`config.mk`:
```
export PLATFORM = sky130hd
export DESIGN_NAME = struct_frame_serializer
export DESIGN_NICKNAME = d
export VERILOG_FILES = /design/src/rtl/pkg1.sv /design/src/rtl/pkg2.sv /design/src/rtl/sfs_pkg.sv /design/src/rtl/sfs_checksum.sv /design/src/rtl/struct_frame_serializer.sv
export SDC_FILE = /design/constraint.sdc
export NUM_CORES = 1
export LEC_CHECK = 0
export CORE_ASPECT_RATIO = 1.1
export CORE_MARGIN = 5
export CORE_UTILIZATION = 50
export CTS_BUF_LIST = sky130_fd_sc_hd__clkbuf_4 sky130_fd_sc_hd__clkbuf_8
export CTS_CLUSTER_SIZE = 25
export DETAILED_ROUTE_END_ITERATION = 8
export PLACE_DENSITY = 0.89
export RECOVER_POWER = 50
export SYNTH_ARGS = -nofsm -noshare
export SYNTH_HDL_FRONTEND = slang
export SYNTH_SLANG_ARGS = --single-unit
```
`constraint.sdc`:
```
create_clock -name clk -period 3 [get_ports clk]
set_clock_uncertainty 0.15 [all_clocks]
set_input_delay 0.3 -clock clk [delete_from_list [all_inputs] [get_ports clk]]
set_output_delay 0.3 -clock clk [all_outputs]
set_load 0.01 [all_outputs]
```
`src/rtl/pkg1.sv`:
```
// First-field payload type produced by the field-generator stage.
package pkg1;
    typedef struct packed {
        logic [7:0] first;
    } struct1;
endpackage

```
`src/rtl/pkg2.sv`:
```
// Second-field payload type produced by the field-generator stage.
package pkg2;
    typedef struct packed {
        logic [6:0] second;
    } struct1;
endpackage

```
`src/rtl/sfs_pkg.sv`:
```
// Shared types for the struct frame serializer: third field, captured record, FSM states.
package sfs_pkg;
    localparam int unsigned REC_W  = 21;
    localparam int unsigned BYTE_W = 8;

    typedef struct packed {
        logic [5:0] third;
    } field3_t;

    // Both upstream types are named struct1; package scope keeps them distinct.
    typedef struct packed {
        pkg1::struct1 f1;
        pkg2::struct1 f2;
        field3_t      f3;
    } record_t;

    typedef enum logic [2:0] {
        IDLE,
        S_HDR,
        S_F1,
        S_F2,
        S_F3,
        S_SUM
    } state_t;
endpackage

```
`src/rtl/sfs_checksum.sv`:
```
// Combinational modulo-256 sum of the three captured record fields.
module sfs_checksum
    import sfs_pkg::*;
(
    input  record_t           rec_i,
    output logic [BYTE_W-1:0] sum_o
);

    // Low byte of the zero-extended sum equals the sum taken modulo 256.
    assign sum_o = rec_i.f1.first
                 + BYTE_W'(rec_i.f2.second)
                 + BYTE_W'(rec_i.f3.third);

endmodule

```
`src/rtl/struct_frame_serializer.sv`:
```
// Captures a {first, second, third} triple and emits it as a byte frame:
// header, three zero-extended field bytes and an optional checksum byte.
module struct_frame_serializer
    import sfs_pkg::*;
#(
    parameter logic [7:0]  HDR         = 8'hA5,
    parameter bit          CHECKSUM_EN = 1'b1,
    parameter int unsigned FRAME_CNT_W = 16
) (
    input  logic                   clk,
    input  logic                   rst_n,
    input  logic                   in_valid,
    output logic                   in_ready,
    input  pkg1::struct1           in_var1,
    input  pkg2::struct1           in_var2,
    input  field3_t                in_var3,
    output logic                   out_valid,
    input  logic                   out_ready,
    output logic [BYTE_W-1:0]      out_data,
    output logic                   out_last,
    output logic [FRAME_CNT_W-1:0] frame_count,
    output logic                   busy
);

    state_t                 state_q, state_d;
    record_t                rec_q, rec_d;
    logic [FRAME_CNT_W-1:0] cnt_q, cnt_d;
    logic                   live_q;

    logic [BYTE_W-1:0]      sum_c;
    logic [BYTE_W-1:0]      data_c;
    logic                   busy_c;
    logic                   last_c;
    logic                   ready_c;
    logic                   adv_c;

    if (CHECKSUM_EN) begin : g_sum
        sfs_checksum u_checksum (
            .rec_i (rec_q),
            .sum_o (sum_c)
        );
    end else begin : g_nosum
        assign sum_c = '0;
    end

    // State, capture register and frame counter.
    always_ff @(posedge clk or negedge rst_n) begin
        if (!rst_n) begin
            state_q <= IDLE;
            rec_q   <= '0;
            cnt_q   <= '0;
            live_q  <= 1'b0;
        end else begin
            state_q <= state_d;
            rec_q   <= rec_d;
            cnt_q   <= cnt_d;
            live_q  <= 1'b1;
        end
    end

    // Next state, capture and byte selection.
    always_comb begin
        state_d = state_q;
        rec_d   = rec_q;
        cnt_d   = cnt_q;
        data_c  = '0;

        busy_c  = (state_q != IDLE);
        last_c  = CHECKSUM_EN ? (state_q == S_SUM) : (state_q == S_F3);
        adv_c   = busy_c && out_ready;
        ready_c = live_q && ((state_q == IDLE) || (last_c && out_ready));

        case (state_q)
            S_HDR: begin
                data_c = HDR;
                if (adv_c) state_d = S_F1;
            end
            S_F1: begin
                data_c = rec_q.f1.first;
                if (adv_c) state_d = S_F2;
            end
            S_F2: begin
                data_c = {1'b0, rec_q.f2.second};
                if (adv_c) state_d = S_F3;
            end
            S_F3: begin
                data_c = {2'b00, rec_q.f3.third};
                if (adv_c) state_d = CHECKSUM_EN ? S_SUM : IDLE;
            end
            S_SUM: begin
                data_c = sum_c;
                if (adv_c) state_d = IDLE;
            end
            default: state_d = IDLE;
        endcase

        if (adv_c && last_c) begin
            cnt_d = cnt_q + FRAME_CNT_W'(1);
        end

        // A new triple may land on the last-byte handshake, so no idle bubble.
        if (in_valid && ready_c) begin
            rec_d.f1 = in_var1;
            rec_d.f2 = in_var2;
            rec_d.f3 = in_var3;
            state_d  = S_HDR;
        end
    end

    assign in_ready    = ready_c;
    assign out_valid   = busy_c;
    assign busy        = busy_c;
    assign out_data    = data_c;
    assign out_last    = last_c;
    assign frame_count = cnt_q;

endmodule

```
# Word-level counts from Yosys, hierarchy flattened
# Index checks and enable logic that the tools add are counted.
[totals]
ff_bits = 41
out_inout_bits = 28
elab_cells = 36
[op_classes]
n_addsub = 3
eq_ne = 10
mux = 8
reduce_logical = 9
[ops]
columns = ["operator", "n"]
rows = [
  ["8-bit one-hot mux with 5 select lines", 1],
  ["3-bit two-way mux", 6],
  ["16-bit by 1-bit adder with 16-bit output (second input constant)", 1],
  ["3-bit one-hot mux with 5 select lines", 1],
  ["3-bit inequality test (second input constant)", 3],
  ["8-bit by 6-bit adder with 8-bit output", 1],
  ["8-bit by 7-bit adder with 8-bit output", 1],
  ["3-bit by 2-bit equality test with 1-bit output (second input constant)", 2],
  ["3-bit equality test (second input constant)", 2],
  ["1-bit logical AND", 5],
  ["5-bit AND reduction", 1],
  ["3-bit by 1-bit equality test with 1-bit output (second input constant)", 1],
  ["3-bit logical NOT", 1],
  ["3-bit by 1-bit inequality test with 1-bit output (second input constant)", 1],
  ["3-bit by 2-bit inequality test with 1-bit output (second input constant)", 1],
  ["3-bit nonzero test", 1],
  ["1-bit logical OR", 1],
]

# Logic depth before layout (Yosys ltp)
# Gate-level depths: netlist (run 1).
[logic_depth]
depth_word = 7
ltp_mapped = 9

# Modules after synthesis
# Synthesis (run 1) repeated with hierarchy kept, for this count alone.
[hier_totals]
hier_cells = 207
area_unflattened_um2 = 2441.1
[modules_own_cells]
columns = ["mod", "n_inst", "cells_each", "area_each_um2", "seq_area_each_um2"]
rows = [
  ["struct_frame_serializer", 1, 162, 2019.4, 1026.0],
  ["sfs_checksum", 1, 45, 421.7, 0.0],
]

# Worst setup path before layout (run 1)
# No wires, ideal clock.
[synth_path]
path_type = "reg2out"
start = "reg rec_q[1] (netlist name)"
end = "out out_data[7]"
arrival_ps = 2530
t_required_ps = 2550
setup_slack_ps = 20
path_stages_with_launch = 8
path_cell_list = "dfrtp_1 -> fa_1 -> ha_1 -> fa_1 -> a211oi_2 -> nor2_1 -> or4_1 -> a41oi_1"
[synth_between]
elab_chain_len = 2
[synth_rtl]
columns = ["element", "line", "source"]
rows = [
  ["start, declared", "struct_frame_serializer.sv:26", "record_t rec_q, rec_d;"],
  ["start signal, assigned", "struct_frame_serializer.sv:55", "rec_q <= rec_d;"],
  ["8-bit by 6-bit adder with 8-bit output", "sfs_checksum.sv:12", "+ BYTE_W'(rec_i.f3.third);"],
  ["8-bit one-hot mux with 5 select lines", "struct_frame_serializer.sv:73", "case (state_q)"],
  ["end, declared", "struct_frame_serializer.sv:19", "output logic [BYTE_W-1:0] out_data,"],
]
# Every way passes these cells.

# Worst setup path in the final report (run 1)
# Ends and elaborated chain as after synthesis.

==> results of run 1 <==
## worst max path at each step
stage,start,to,depth (start not counted)
floorplan,rec_q[1]$_DFFE_PN0N_,out_data[7],7
global placement,rec_q[1]$_DFFE_PN0N_,out_data[7],8
detailed placement,rec_q[1]$_DFFE_PN0N_,out_data[7],8
CTS,rec_q[1]$_DFFE_PN0N_,out_data[7],8
global route,rec_q[1]$_DFFE_PN0N_,out_data[7],8
finish,rec_q[1]$_DFFE_PN0N_,out_data[7],8
## metal layers
metal	vias to the layer above	track usage, %
li1	916	-
met1	965	21.8
met2	71	31.5
met3	12	5.04
met4	0	8.28
met5	-	0
## timing repair
action / 4_1_cts / 5_1_grt
pin swaps: 9 / 5
setup buffers: 2 / 2
resized for setup: 32 / 9
endpoints found under the setup margin: 6 / 6
## layout make-up
class | count | area [um^2]
fillers | 379 | 1540
multi-input cells | 153 | 1440
flip-flops and latches | 41 | 1030
repair buffers | 84 | 731
clock buffers | 8 | 91.3
well taps | 58 | 72.6
inverters | 7 | 26.3
## power by group through the flow
stage | logic, mW | clock network [mW] | registers (mW)
after floorplan | 1.66 | 0 | 0.891
after global placement | 2.60 | 0 | 0.890
after detailed placement | 2.69 | 0 | 0.907
after CTS | 2.89 | 0.393 | 0.900
after global routing | 3.33 | 0.412 | 0.934
final | 3.08 | 0.382 | 0.904
## through the flow
| step | hold slack (ns) | instance area (um^2) |
|---|---|---|
| after detailed placement | 0.312 | 3240 |
| after global placement | 0.311 | 3240 |
| after CTS | 0.00967 | 3380 |
| after global routing | 0.360 | 3390 |
| after floorplan | -0.146 | 2510 |
| final | 0.315 | 3390 |
## logic make-up after synthesis
kind of cell,after synthesis
compound gates,29
xor+xnor,19
fa+ha+maj,15
buf+inv,17
flops,41
mux,29
other cells,1
simple gates,60
## layout by cell type (no fill, tap or decap), drive strengths merged, types with 2 or more instances in the layout
cell type / count
dfrtp: 41
clkdlybuf4s50: 41
buf: 36
mux2: 21
nand2: 17
xnor2: 13
clkbuf: 11
mux2i: 8
ha: 8
inv: 7
nor2: 7
a21oi: 7
fa: 7
xor2: 6
nand3: 6
o21ai: 6
nor3: 5
nand4: 4
dlygate4sd3: 4
a211oi: 4
nor3b: 3
a21o: 3
nor4: 3
nand3b: 2
nand2b: 2
or3: 2
o22ai: 2
and4: 2
or4: 2
## worst max-delay path: stages, from the launching register on
cell	delay (ns)
dfrtp_1	0.41
fa_1	0.48
ha_2	0.20
fa_2	0.40
a211oi_2	0.19
nor2_1	0.09
or4_1	0.49
a41oi_2	0.17
buf_2	0.15
## sequential cells by signal, indices dropped and copies added (netlist names)
| signal | cells |
|---|---|
| rec_q | 21 |
| frame_count | 16 |
| state_q | 3 |
| live_q | 1 |
==> flow_results.org, run 1 <==
** GRT
- Total global routing track utilization :: 18.6%
- The via count of the first global-routing pass was 2051.
- For this run the aggregate overflow at the end of global routing stands at 0.
- Number of antenna violations at the first check in global routing :: 0
- Entering global routing, the biggest net connects 42 pins.
- The first global-routing pass estimated 9670 um of wire.

** Critical path
- Critical path capture point type :: output pin
- R2R Path Start :: state_q[1]$_DFFE_PN0P_
- The worst register-to-register path ends at rec_q[0]$_DFFE_PN0N_.
- Register-to-Register Setup Slack :: 0.81 ns
- R2R depth :: 5
- CP max FO :: 3
- Startpoint class of the critical path :: flop
- Data on the critical path is required at its endpoint by 2.55 ns.
- Data on the critical path arrives at its endpoint at 2.89 ns.
- Start-to-end type of the worst setup path :: reg2out

** Synth
- Area share of and/or/nand/nor cells after synthesis :: 15.3%
- Counting every instance in the synthesized netlist gives 211.
- Sequential cell area fraction in the yosys report :: 40.9%
- dfrtp_1 is the most common cell in the netlist.
- Top cell types by occurrence after synthesis :: dfrtp_1 (41), mux2_4 (19), nand2_1 (16), xnor2_1 (13)
- For this run, the number of Yosys warnings is 0.
- The number of nets in the synthesized netlist is 251.
- The synthesized netlist devotes 9.57% of its cell area to adder and majority cells.
- Complex-gate fraction of the synthesized area :: 8.17%
- Parity-gate share of the synthesized area counting xor and xnor cells :: 6.63%
- In the synthesized netlist, mux cells make up 15.4% of the area.
- Of all cell types, the one taking the most synthesized area is dfrtp_1.
- The mapped netlist covers 0.00251 mm^2.
- Top post-synthesis cells by area :: dfrtp_1 (41%), mux2_4 (11%), fa_1 (5.6%)
- Top FF cell, synth :: dfrtp_1
- The netlist uses 47 different library cells.
- By area, the combinational part of the netlist is dominated by multiplexers.
- In this run the mean area of a mapped cell was 11.9 um^2.
- Counting flops with a built-in enable in the synthesized netlist gives 0.
- #FFs+latches synth :: 41
- The synthesized design devotes to its leading area cell type 40.9% of total area.
- For this run, asynchronously set or reset flops after synthesis account for 100%.

** Finish
- At the end of the flow the core is filled with cells to 68.7%.
- Once layout is complete, the cells apart from fillers number 351.
- The repair_antennas step left the layout with diodes totalling 0.
- The post-route netlist has 28.7% of its cells at a drive strength greater than 1.
- In the final design database the tool counted 332 nets.
- From synthesis to final layout, the design area changed by 35.0%.

** STA
- Setup violations remaining at the end of the flow were counted as 4.
- Setup repair after global routing could not meet its margin everywhere.
- The worst pin sits at a relative slew slack of -47.0%.
- The number of hold violations in the final report was 0.
- For the pin with the worst max-slew slack, the measured transition is 2.20 ns.
- The max-slew violation count is 42.
- Min setup slack post-route :: -0.335 ns
- Min Tclk post-route :: 3.34 ns
- FMAX :: 300 MHz
- Setup tns final :: -0.765 ns
- Dividing the final minimum period by the clock period gives 111%.

** Placed design
- At the end of routability-driven placement, the weighted congestion stood at 0.830.
- At the placement stage, the worst setup path has a slack of -0.547 ns.
- Once placement completed, the tool counted placed cells totaling 339.
- During placement, the flow inserted port buffers numbering 52.
- DP Wirelength :: 4060 um

** Clock network
- Clock latency at the later pin of the worst-skew pair :: 0.30 ns
- For this design, the sink count on the clock tree is 41.
- The H-tree generated during clock tree synthesis spans 2 levels.
- Maximum buffer depth of the clock tree :: 2
- Hold repair after CTS inserted 0 buffers.
- Clock buffers created by TritonCTS :: 5
- After clock tree synthesis, the clock-pin slew on the worst setup and hold paths is 0.08 ns.
- The tree is rooted in a clkbuf_8.
- TritonCTS built the clock tree.

** Die
- The total area inside the core boundary comes to 0.00493 mm^2.
- Cell Rows :: 27
- Horiz. Die Dim :: 77.6 um
- Once the floorplan was initialized, standard cells occupied 50.9% of the core.
- In this run the vertical extent of the chip is 84.3 um.
- Ports placed on the boundary :: 53
- The floorplan step defined a die boundary enclosing 0.00654 mm^2.

** Routing
- For this block, wires on met1 add up to 2390 um.
- Antenna viol nets, final :: 0
- Signal routing reaches up to met4.
- For this run, design rule violations remaining after detail routing come to 0.
- Post-detailed-route wirelength per cell :: 16.9 um
- Met2 wirelength from detailed routing :: 3060 um
- Total Routed Length :: 5920 um
- In this run, the number of DRC markers left after iteration 0 of detailed routing was 60.
- First-pass iteration count of the detailed router :: 4
- Met3 routed wirelength :: 334 um
- Vias per inst :: 5.60
- The routed layout has 1964 vias.

** Pwr
- Internal power contribution :: 2.59 mW
- For this design the static power due to leakage is 1.62 nW.
- Across the VDD grid, the largest voltage drop is 0.812 mV.
- Clock group share of total power :: 8.8%
- Net switching is 40.6% of the power.
- Sequential fraction of design power :: 20.7%
- Sw Pwr :: 1.77 mW
- For this design the ratio of total power to cell area is 1290 mW/mm^2.
- Power Total :: 4.36 mW
- Gate power share :: 70.5%

** Min path
- The path class of the tightest hold or removal check is reg2reg.
- The startpoint identified for the worst hold timing path is frame_count[15]$_DFFE_PN0P_.
- Along the worst hold path, the cell count comes to 1.
- End of the worst hold path :: frame_count[15]$_DFFE_PN0P_

** Run status
- The run finished, with violations left.
- The checks that failed: capacitance limit, slew limit, setup timing.

** Flow run
- The tool flagged a number of max-cap violations equal to 1.
(Power assumes the default switching activity.)
==> run 2, diff against run 1 <==
- SLEW_MARGIN: unset -> 30
==> run 2 against run 1 <==
Against the previous run: the flow finishes with violations (setup timing); via count increased by 0.36%; sequential share of layout area is 0.10 points lower; clock power barely moved; largest cell class unchanged; largest power group unchanged; highest routed layer unchanged.
==> flow_results.org, run 2 (synthesis gave the netlist of run 1 again) <==
** Run status
- The run finished, with violations left.
- The checks that failed: setup timing.

** Routing
- The detailed-route DRC error count was 0 (unchanged).
- The starting DRC count in detailed routing is 72 (+20%).
- The iteration count of the initial detailed-routing pass came to 4 (unchanged).
- The post-detailed-route via-to-cell ratio is 5.60 (about the same).
- Total Routed Length :: 5930 um (+0.10%)
- The detailed-route via count is 1971 (+0.36%).
- The number of routed nets with antenna violations is 0 (unchanged).
- The final routed wire length divided by cell count is 16.8 um (-0.18%).

** Pwr
- Areal power density over the cells :: 1280 mW/mm^2 (-0.16%)
- Leakage power :: 1.63 nW (+0.44%)
- The peak ir drop on the vdd network is 0.813 mV (+0.16%).

** Finish
- The number of antenna cells inserted was 0 (unchanged).
- The area growth from synthesis to layout is 35.4%.
- The post-route non-filler standard cell count came to 352 (+0.28%).
- Ranked by flip-flop count, first place goes to rec_q.
- Layout Nets :: 333 (+0.30%)
- Leaving out fill and tap cells, the most frequent cells in the layout are dfrtp_1 (41), clkdlybuf4s50_1 (41), buf_4 (30).
- The cell area after layout came to 0.00340 mm^2 (+0.33%).
- The share of post-route cells with drive strength above 1 was 28.9% (+0.24 points).
- The flip-flop count of the largest register after layout came to 21 (unchanged).
- Fill cell count :: 378 (-0.26%)

** Die
- Cell Rows :: 27 (unchanged)
- Floorplan Core Area :: 0.00493 mm^2 (unchanged)
- The die outline height is 84.3 um (unchanged).
- Effective utilization at floorplan :: 50.9% (unchanged)
- The number of top-level design ports came to 53 (unchanged).
- Area of the die :: 0.00654 mm^2 (unchanged)
- Horiz. Die Dim :: 77.6 um (unchanged)

** GRT
- The pin count of the biggest net entering global routing is 42 (unchanged).
- met2 is the most crowded layer.
- Number of antenna violations at the first check in global routing :: 0 (unchanged)
- M2 GR Usage :: 31.5% (unchanged)
- The remaining global-route overflow is 0 (unchanged).
- The total routing usage reported by global routing is 18.6% (unchanged).
- Met1 Track Usage GR :: 21.8% (unchanged)
- The via count of the first global-routing pass came to 2051 (unchanged).
- Global-route wire length before repair :: 9670 um (unchanged)
- The met3 track demand over resource is 5.04% (unchanged).

** STA
- Min setup slack post-route :: -0.335 ns (+0.000235 ns)
- Min Tclk post-route :: 3.33 ns (-0.000235 ns)
- The number of hold violations in the final report is 0 (unchanged).
- FMAX :: 300 MHz (about the same)
- RSZ-0062 raised after global routing :: yes
- The transition at the pin with the smallest max-transition slack is 1.01 ns (-1.20 ns).
- Worst relative slew slack :: 32.8% (+80 points)
- The period utilization was 111% (about the same).
- The max-slew violation count was 0 (-100%).
- Count of final setup violators :: 4 (unchanged)

** Critical path
- The worst reg-to-reg setup slack was 0.82 ns (about the same).
- Critical R2R Capture :: frame_count[13]$_DFFE_PN0P_
- STA classifies the critical path endpoint as an output pin.
- Startpoint class of the critical path :: flop
- The top fanout value on the critical path was 3 (unchanged).
- The worst path arrival time is 2.88 ns (about the same).
- The depth of the worst register-to-register path was 5 (unchanged).
- Start-to-end type of the worst setup path :: reg2out
- Required time at the worst-slack endpoint :: 2.55 ns (about the same)
- R2R Path Start :: state_q[0]$_DFFE_PN0P_

** Clock network
- Maximum buffer depth of the clock tree :: 2 (unchanged)
- CTS clock-pin slew for the worst setup and hold paths :: 0.08 ns (about the same)
- Clock tree synthesis selected as its root buffer the cell clkbuf_8.
- Clock latency at the later pin of the worst-skew pair :: 0.30 ns (about the same)
- Clock buffers created by TritonCTS :: 5 (unchanged)
- CTS H-Tree Depth :: 2 (unchanged)
- Sink Count :: 41 (unchanged)
- Clock tree from TritonCTS :: built

** Flow run
- Number of max-cap violations :: 0 (-1)

** Min path
- In this run the most critical hold path is launched from frame_count[15]$_DFFE_PN0P_.
- The worst hold path cell count is 1 (unchanged).
- End of the worst hold path :: frame_count[15]$_DFFE_PN0P_
- The min-delay analysis places its worst path in the category reg2reg.

** Placed design
- Total cell area at the placement stage :: 0.00324 mm^2 (unchanged)
- DP Wirelength :: 4060 um (unchanged)
- The count of buffers from port buffering was 52 (unchanged).
- Placed cells :: 339 (unchanged)
- The placer congestion estimate came to 0.830 (unchanged).
-- run 2: cell count changes in the layout (fill, tap and decap cells not counted), sizes merged --
cell / previous run / this run
dlygate4sd3: 4 / 5
-- run 2: worst max-delay path, cell delays in order, from the launching register on --
cell	delay, ns
dfrtp_1	0.41
fa_1	0.48
ha_2	0.20
fa_2	0.40
a211oi_2	0.19
nor2_1	0.08
or4_1	0.49
a41oi_2	0.17
buf_2	0.15
-- run 2: worst max-delay path by stage --
| stage | startpoint | end | slack [ns] | cells after the start |
|---|---|---|---|---|
| final | rec_q[1]$_DFFE_PN0N_ | out_data[7] | -0.33 | 8 |
| after global routing | rec_q[1]$_DFFE_PN0N_ | out_data[7] | -0.44 | 8 |
| after CTS | rec_q[1]$_DFFE_PN0N_ | out_data[7] | -0.35 | 8 |
| after detailed placement | rec_q[1]$_DFFE_PN0N_ | out_data[7] | -0.55 | 8 |
| after global placement | rec_q[1]$_DFFE_PN0N_ | out_data[7] | -0.50 | 8 |
| after floorplan | rec_q[1]$_DFFE_PN0N_ | out_data[7] | 0.02 | 7 |
-- run 2: report_power, final --
| part | leakage [nW] | total, mW | switching [mW] | internal (mW) |
|---|---|---|---|---|
| clock | 0.0498 | 0.383 | 0.190 | 0.193 |
| sequential | 0.516 | 0.904 | 0.169 | 0.735 |
| combinational | 1.06 | 3.08 | 1.42 | 1.66 |
-- run 2: layout make-up --
cell class	count	area, um^2	area share [%]
repair buffers	85	742	21.8
clock buffers	8	91.3	2.69
inverters	7	26.3	0.773
well taps	58	72.6	2.13
multi-input cells	153	1440	42.4
flip-flops and latches	41	1030	30.2
-- run 2: metrics by stage --
step	hold WS [ns]	TNS (ns)	util, %	total power [mW]	worst slack, ns
floorplan	-0.146	0	-	2.55	0.0196
global placement	0.311	-1.11	65.7	3.49	-0.498
detailed placement	0.312	-1.32	65.7	3.60	-0.547
CTS	0.00967	-0.556	68.4	4.18	-0.346
global route	0.360	-1.27	68.9	4.68	-0.436
finish	0.315	-0.774	68.9	4.37	-0.335
-- run 2: routing by layer --
metal  up-vias  part of all wire (%)
li1        918                     -
met1       972                    40
met2        69                    52
met3        12                   5.6
met4         0                   2.4
met5         -                     0
-- run 2: what timing repair did --
item / 4_1_cts / 5_1_grt
hold endpoints to repair: 0 / 41
pin swaps: 9 / 5
setup buffers: 2 / 2
hold buffers: 0 / 1
setup endpoints to repair: 6 / 6
gates resized for setup: 32 / 9
